`src/rtl/regbank_arb_pkg.sv`:
```
// rtl/regbank_arb_pkg.sv - shared types and helpers for the register bank write arbiter
package regbank_arb_pkg;

  typedef enum logic [1:0] {
    IDLE  = 2'd0,
    GRANT = 2'd1,
    CLEAR = 2'd2
  } arb_state_t;

  // Pointer width for an n-entry round-robin ring (at least one bit)
  function automatic int ptr_w(input int n);
    return (n <= 1) ? 1 : $clog2(n);
  endfunction

endpackage

```
`src/rtl/rr_prio_pick.sv`:
```
// rtl/rr_prio_pick.sv - rotating priority picker: first set request at or after ptr
module rr_prio_pick #(
  parameter int N  = 4,
  parameter int PW = 2
) (
  input  logic [N-1:0]  req_i,
  input  logic [PW-1:0] ptr_i,
  output logic [N-1:0]  win_o,
  output logic [PW-1:0] win_idx_o,
  output logic          any_o
);

  logic [PW-1:0] idx;

  // Scan from the farthest offset down so the nearest request to ptr wins last
  always_comb begin
    win_o     = '0;
    win_idx_o = '0;
    any_o     = 1'b0;
    idx       = '0;
    for (int k = N - 1; k >= 0; k--) begin
      idx = PW'((int'(ptr_i) + k) % N);
      if (req_i[idx]) begin
        win_o      = '0;
        win_o[idx] = 1'b1;
        win_idx_o  = idx;
        any_o      = 1'b1;
      end
    end
  end

endmodule

```
`src/rtl/regbank_wr_arbiter.sv`:
```
// rtl/regbank_wr_arbiter.sv - round-robin write arbiter for a shared register bank; optional burst lock via ARB_LOCK_EN
module regbank_wr_arbiter
  import regbank_arb_pkg::*;
#(
  parameter int N_REQ = 4,
  parameter int WIDTH = 8
`ifdef ARB_LOCK_EN
  ,
  parameter int LOCK_MAX = 4
`endif
) (
  input  logic                   CLK,
  input  logic                   CLRN,
  input  logic [N_REQ-1:0]       req,
  input  logic [N_REQ*WIDTH-1:0] wdata,
  input  logic                   clr_req,
`ifdef ARB_LOCK_EN
  input  logic [N_REQ-1:0]       lock,
`endif
  output logic [N_REQ-1:0]       gnt,
  output logic                   reg_en,
  output logic [WIDTH-1:0]       reg_d,
  output logic                   reg_nrst,
  output logic                   busy
);

  localparam int PW = ptr_w(N_REQ);

  arb_state_t       state_q, state_d;
  logic [N_REQ-1:0] gnt_q, gnt_d;
  logic             reg_en_q, reg_en_d;
  logic [WIDTH-1:0] reg_d_q, reg_d_d;
  logic             reg_nrst_q, reg_nrst_d;
  logic [PW-1:0]    rr_ptr_q, rr_ptr_d;

  // A clear request is serviced at the very next edge, so it never needs storage
  logic             clr_pend;
  logic [N_REQ-1:0] elig;
  logic [N_REQ-1:0] pick_win;
  logic [PW-1:0]    pick_idx;
  logic             pick_any;

`ifdef ARB_LOCK_EN
  localparam int CW = $clog2(LOCK_MAX + 1);
  logic [CW-1:0] lock_cnt_q, lock_cnt_d;
  logic [PW-1:0] last_idx_q, last_idx_d;
  logic          regrant;
`endif

  assign clr_pend = clr_req;

  // The requester granted last cycle still shows req on this edge; hide it once
  assign elig = req & ((state_q == GRANT) ? ~gnt_q : {N_REQ{1'b1}});

`ifdef ARB_LOCK_EN
  assign regrant = (state_q == GRANT) && (|(gnt_q & lock & req)) &&
                   (lock_cnt_q < CW'(LOCK_MAX));
`endif

  rr_prio_pick #(
    .N  (N_REQ),
    .PW (PW)
  ) u_pick (
    .req_i     (elig),
    .ptr_i     (rr_ptr_q),
    .win_o     (pick_win),
    .win_idx_o (pick_idx),
    .any_o     (pick_any)
  );

  // Next-state and registered-output decode: clear beats lock regrant beats round-robin
  always_comb begin
    state_d    = IDLE;
    gnt_d      = '0;
    reg_en_d   = 1'b0;
    reg_d_d    = reg_d_q;
    reg_nrst_d = 1'b1;
    rr_ptr_d   = rr_ptr_q;
`ifdef ARB_LOCK_EN
    lock_cnt_d = '0;
    last_idx_d = last_idx_q;
`endif
    if (clr_pend) begin
      state_d    = CLEAR;
      reg_nrst_d = 1'b0;
    end
`ifdef ARB_LOCK_EN
    else if (regrant) begin
      state_d    = GRANT;
      gnt_d      = gnt_q;
      reg_en_d   = 1'b1;
      reg_d_d    = wdata[int'(last_idx_q)*WIDTH +: WIDTH];
      lock_cnt_d = lock_cnt_q + CW'(1);
    end
`endif
    else if (pick_any) begin
      state_d  = GRANT;
      gnt_d    = pick_win;
      reg_en_d = 1'b1;
      reg_d_d  = wdata[int'(pick_idx)*WIDTH +: WIDTH];
      rr_ptr_d = PW'((int'(pick_idx) + 1) % N_REQ);
`ifdef ARB_LOCK_EN
      lock_cnt_d = CW'(1);
      last_idx_d = pick_idx;
`endif
    end
  end

  // State and output registers; reset returns the bank controls to inactive at once
  always_ff @(posedge CLK or negedge CLRN) begin
    if (!CLRN) begin
      state_q    <= IDLE;
      gnt_q      <= '0;
      reg_en_q   <= 1'b0;
      reg_d_q    <= '0;
      reg_nrst_q <= 1'b1;
      rr_ptr_q   <= '0;
`ifdef ARB_LOCK_EN
      lock_cnt_q <= '0;
      last_idx_q <= '0;
`endif
    end else begin
      state_q    <= state_d;
      gnt_q      <= gnt_d;
      reg_en_q   <= reg_en_d;
      reg_d_q    <= reg_d_d;
      reg_nrst_q <= reg_nrst_d;
      rr_ptr_q   <= rr_ptr_d;
`ifdef ARB_LOCK_EN
      lock_cnt_q <= lock_cnt_d;
      last_idx_q <= last_idx_d;
`endif
    end
  end

  assign gnt      = gnt_q;
  assign reg_en   = reg_en_q;
  assign reg_d    = reg_d_q;
  assign reg_nrst = reg_nrst_q;
  assign busy     = (state_q != IDLE);

endmodule

```
`config.mk`:
```
export PLATFORM = sky130hd
export DESIGN_NAME = regbank_wr_arbiter
export DESIGN_NICKNAME = d
export VERILOG_FILES = /design/src/rtl/regbank_arb_pkg.sv /design/src/rtl/rr_prio_pick.sv /design/src/rtl/regbank_wr_arbiter.sv
export SDC_FILE = /design/constraint.sdc
export NUM_CORES = 1
export LEC_CHECK = 0
export CELL_PAD_IN_SITES_DETAIL_PLACEMENT = 1
export CELL_PAD_IN_SITES_GLOBAL_PLACEMENT = 1
export CORE_MARGIN = 2
export CORE_UTILIZATION = 36
export DETAILED_ROUTE_END_ITERATION = 8
export MAX_ROUTING_LAYER = met4
export PLACE_DENSITY_LB_ADDON = 0.1
export SYNTH_ARGS = -nofsm -noshare
export SYNTH_HDL_FRONTEND = slang
export SYNTH_HIERARCHICAL = 1
export SYNTH_SLANG_ARGS = --single-unit
```
`constraint.sdc`:
```
create_clock -name CLK -period 7.9 [get_ports CLK]
set_input_delay 1.975 -clock CLK [delete_from_list [all_inputs] [get_ports CLK]]
set_output_delay 1.975 -clock CLK [all_outputs]
set_load 0.1 [all_outputs]
```
# --- Word level (Yosys, flattened, before mapping) ---
# Index checks and enable logic that the tools add are counted.
word_totals:
  reg_bits: 18
  inputBits: 39
  output_inout_bits: 15
  word_cells: 65
op_classes:
  addsub: 4
  n_lt_le_gt_ge: 8
  eq_ne: 1
  shifts: 1
  mux: 36
  n_bitwise: 3
  n_reduce_logical: 6
ops:
  columns: ["op", "n"]
  rows:
  - ["32-bit by 6-bit variable part select with 8-bit output", 1]
  - ["4-bit two-way mux", 7]
  - ["1-bit two-way mux", 16]
  - ["2-bit by 3-bit less-than comparator with 1-bit output, second input constant", 4]
  - ["2-bit two-way mux", 5]
  - ["1-bit binary-select mux with 2-bit select", 4]
  - ["1-bit demux with 2-bit select", 4]
  - ["2-bit by 1-bit >= comparator with 1-bit output, second input constant", 4]
  - ["2-bit by 1-bit adder with 2-bit output, second input constant", 2]
  - ["2-bit adder, second input constant", 2]
  - ["4-bit bitwise AND", 1]
  - ["1-bit logical AND", 4]
  - ["4-bit NOT", 1]
  - ["2-bit by 1-bit == test with 1-bit output, second input constant", 1]
  - ["2-bit AND reduction", 1]
  - ["2-bit nonzero test", 1]
  - ["1-bit NOT", 1]

# --- Logic depth before layout (Yosys ltp) ---
depth:
  depth_word: 11
  depth_mapped: 11
  depth_no_buf: 8

# --- Cells and area by module ---
# The synthesis kept the hierarchy.
modules_own_cells:
  columns: ["mod", "n_inst", "cells_per_inst", "area_each_um2", "seq_area_each_um2"]
  rows:
  - ["regbank_wr_arbiter", 1, 53, 863.3, 426.7]
  - ["rr_prio_pick", 1, 61, 509.2, 0.0]

# --- Worst setup path before layout ---
# Ideal clock, no wire load.
synth_path:
  kind: "input to register"
  from: "input req[3]"
  to: "register reg_d_q[0] (netlist: reg_d[0])"
  setup_ns: 0.126
  t_arrival_ns: 4.199
  setup_slack_ns: 3.575
  cell_stages: 8
  path_cell_list: "a21boi_0 -> mux2_2 -> mux2i_4 -> and4_1 -> nor3_1 -> buf_6 -> mux4_2 -> mux2_4"
synth_between:
  elab_chain_cells: 8
synth_rtl:
  columns: ["item", "line_no", "source"]
  rows:
  - ["start, declared", "regbank_wr_arbiter.sv:14", "input logic [N_REQ-1:0] req,"]
  - ["4-bit bitwise AND (*)", "regbank_wr_arbiter.sv:53", "assign elig = req & ((state_q == GRANT) ? ~gnt_q : {N_REQ{1'b1}});"]
  - ["1-bit binary-select mux with 2-bit select", "rr_prio_pick.sv:23", "if (req_i[idx]) begin"]
  - ["1-bit two-way mux (not written as such)", "rr_prio_pick.sv:23", null]
  - ["2-bit two-way mux (3 in a row)", "rr_prio_pick.sv:23", null]
  - ["2-bit two-way mux (*)", "rr_prio_pick.sv:23", null]
  - ["net pick_idx[0]", "regbank_wr_arbiter.sv:40", "logic [PW-1:0] pick_idx;"]
  - ["32-bit by 6-bit variable part select with 8-bit output (*)", "regbank_wr_arbiter.sv:100", "reg_d_d = wdata[int'(pick_idx)*WIDTH +: WIDTH];"]
  - ["end signal, assigned", "regbank_wr_arbiter.sv:126", "reg_d_q <= reg_d_d;"]
  - ["end, declared", "regbank_wr_arbiter.sv:32", "logic [WIDTH-1:0] reg_d_q, reg_d_d;"]
# Mark *: on every way through the listed nets, which the timed path passes. The rest lies on a longest branch. The select of a mux whose other input is x is not followed.
# A chain may end at the register's enable or synchronous reset.

# --- Final worst setup path ---
layout_path:
  from: "input req[3]"
  to: "register reg_d_q[0] (netlist: reg_d[0])"
layout_between:
  elab_chain_cells: 8
layout_rtl:
  columns: ["item", "line_no", "source"]
  rows:
  - ["4-bit bitwise AND (*)", "regbank_wr_arbiter.sv:53", null]
  - ["net elig[3]", "regbank_wr_arbiter.sv:38", "logic [N_REQ-1:0] elig;"]
  - ["1-bit binary-select mux with 2-bit select", "rr_prio_pick.sv:23", null]
  - ["1-bit two-way mux (not written as such)", "rr_prio_pick.sv:23", null]
  - ["2-bit two-way mux (3 in a row)", "rr_prio_pick.sv:23", null]
  - ["2-bit two-way mux (*)", "rr_prio_pick.sv:23", null]
  - ["net pick_idx[0]", "regbank_wr_arbiter.sv:40", null]
  - ["32-bit by 6-bit variable part select with 8-bit output (*)", "regbank_wr_arbiter.sv:100", null]
# Marked as above.

==> metrics.txt <==
Ant. Diodes=0; height of the chip=65.7 um; die width=65.7 um; FP Rows=22; CP endpoint=reg_d[0]; synth warn=6; unrepaired setup endpoints after global routing=no; CTS max path bufs=2; Post-Route Setup TNS=0 ns; GRT Total Usage=18.7%; outcome=complete, no violations; Vias per Instance=5.32; CP startpoint kind=input port; number of nets in the layout=212; gpl congestion=0.749; post-synthesis async set-or-reset flop share=100%; final period utilization=70.9%; # resized after CTS=0; power density over the cells=476 mW/mm^2; final hold vios=0; MaxCap Viol Count=0; fin. max-slew vios=0; Reg-to-Reg End=reg_d[0]; Slew @ Worst Pin=1.14 ns; Die ar.=0.00432 mm^2; Gate Count Post-Synth=114; Root Driver=clkbuf_8; IO Pins=54; pin count of the biggest net entering global routing=18; CTS tree=built; Reg clk slew, reported paths=0.07 ns; gr ovfl total=0; total core area=0.00366 mm^2; Tmin final=5.60 ns; overall power=0.000932 W; number of port buffers=53; Synth Flop Type=dfrtp_1; critical path cell sequence=clkdlybuf4s50_1, a21boi_0, mux2_2, mux2i_4, and4_1, nor3_2, mux4_2, mux2_4; initial antenna violation count=0; commonest non-fill, non-tap cell in the layout=clkdlybuf4s50_1; H-tree levels=1; CTS Hold Bufs=0; worst path arrival time=5.74 ns; share of cells above drive strength 1=20.1%; total routed wirelength=3760 um; Final HPWL DP=2950 um; area delta synth->final=42.7%; post-synthesis sequential area ratio=31.1%; WS Path Type=input port to flop; routed vias=1128; Req. time, crit path=8.04 ns; DR WL/cell=17.7 um; HP Class=flop to flop; Num CTS Buffers=3; Initial Utilization=37.5%; Final Skew=0.00203 ns; CP top delay family=multiplexers; flop2flop setup slack=3.93 ns; vias in the first global route=1210; endpoints failing setup=0; Yosys top cell area share=29.2%; Critical Path Stages=8; DRC Markers=0; Avg Inst Size Synth=12.0 um^2; reg2reg start=state_q[0]; synthesized area=0.00137 mm^2; Syn Nets=161; Layout Cells excl Fill=212; Reg2Reg Depth=8; EDFF count, synth=0; clock tree sinks=17; setup repair bufs after CTS=0; critical path's slowest cell=nor3_2; Crit. End Element=flop; CP max FO=10; Crit path buffers/inverters=1; DRT iter0 DRCs=67; commonest non-fill, non-tap cells in the layout=clkdlybuf4s50_1, dfrtp_1, mux4_2; Largest stage delay, worst path=0.90 ns; peak supply drop=0.238 mV; Routed Antenna Nets=0; Static Leakage=0.810 nW; Yosys cell types=37; FF+latch count, synth=17; dpl cells=208; Crit. Startpoint=req[3]; Peak Freq=179 MHz; First-pass DRT Iterations=4; Min-Delay Path Depth=1; later-pin clock latency in the skew report=0.25 ns; Synth area leaders=dfrtp_1, mux4_2, mux2_4; global-route wire length before repair=5880 um; dominant cell type by area after synthesis=dfrtp_1; relative slew slack=23.4%
how the worst min path moves through the flow:
| stage | from | endpoint | slack (ns) |
|---|---|---|---|
| after floorplan | rr_ptr_q[0] | rr_ptr_q[0] | 0.63 |
| final | reg_d[2] | reg_d[2] | 0.52 |
| after global routing | reg_d[4] | reg_d[4] | 0.54 |
| after CTS | reg_d[2] | reg_d[2] | 0.52 |
| after global placement | reg_d[2] | reg_d[2] | 0.50 |
| after detailed placement | reg_d[7] | reg_d[7] | 0.50 |
per-layer routing:
metal / track usage, % / part of all wire [%]
met5: - / 0
met1: 23.2 / 41
met2: 32.4 / 54
met4: 1.56 / 0.64
met3: 4.28 / 4.5
synth_stat cells (2+ instances only):
master	instances
buf_6	4
nor2b_1	3
ha_1	8
and2_1	4
mux2_2	2
inv_1	4
mux2_4	9
o21ai_0	3
mux4_2	10
nand4_1	4
a31oi_1	4
a22oi_1	4
nand2_1	2
nor2_1	8
a21boi_0	4
a21oi_1	3
dfrtp_1	16
buf_2	3
layout make-up:
type                            count  area [um^2]
Clock buffer                        3         41.3
Clock inverter                      1         5.00
Fill cell                         396         1700
Inverter                            4         15.0
Multi-Input combinational cell     85          872
Sequential cell                    17          427
Tap cell                           48         60.1
Timing Repair Buffer               54          538
cells by family after synthesis:
logic type / count (synthesis) / synth area share [%]
buffers and inverters: 12 / 5.74
muxes: 24 / 31.3
and+or+nand+nor: 31 / 13.6
AOI/OAI and AO/OA: 21 / 10.4
DFF: 17 / 31.1
adders and majority gates: 8 / 7.29
xor gates and xnor gates: 1 / 0.638
power by group:
part	switching, W	internal [W]
combinational	0.000437	0.000261
sequential	0.0000428	0.000125
clock	0.0000300	0.0000350
registers in the layout (all words and copies together) (netlist names):
register  flops
reg_d         8
gnt           4
rr_ptr_q      2
state_q       2
reg_nrst      1
stage by stage:
step / setup WS [ns] / hold WS [ns] / utilization [%] / instance area, um^2
6_report: 2.30 / 0.517 / 53.5 / 1960
5_1_grt: 2.06 / 0.535 / 53.5 / 1960
4_1_cts: 2.27 / 0.522 / 53.5 / 1960
3_5_place_dp: 1.98 / 0.496 / 52.2 / 1910
3_3_place_gp: 2.12 / 0.500 / 52.2 / 1910
2_1_floorplan: 3.57 / 0.627 / - / 1370
Note: power is estimated with default switching activity, not from simulation.
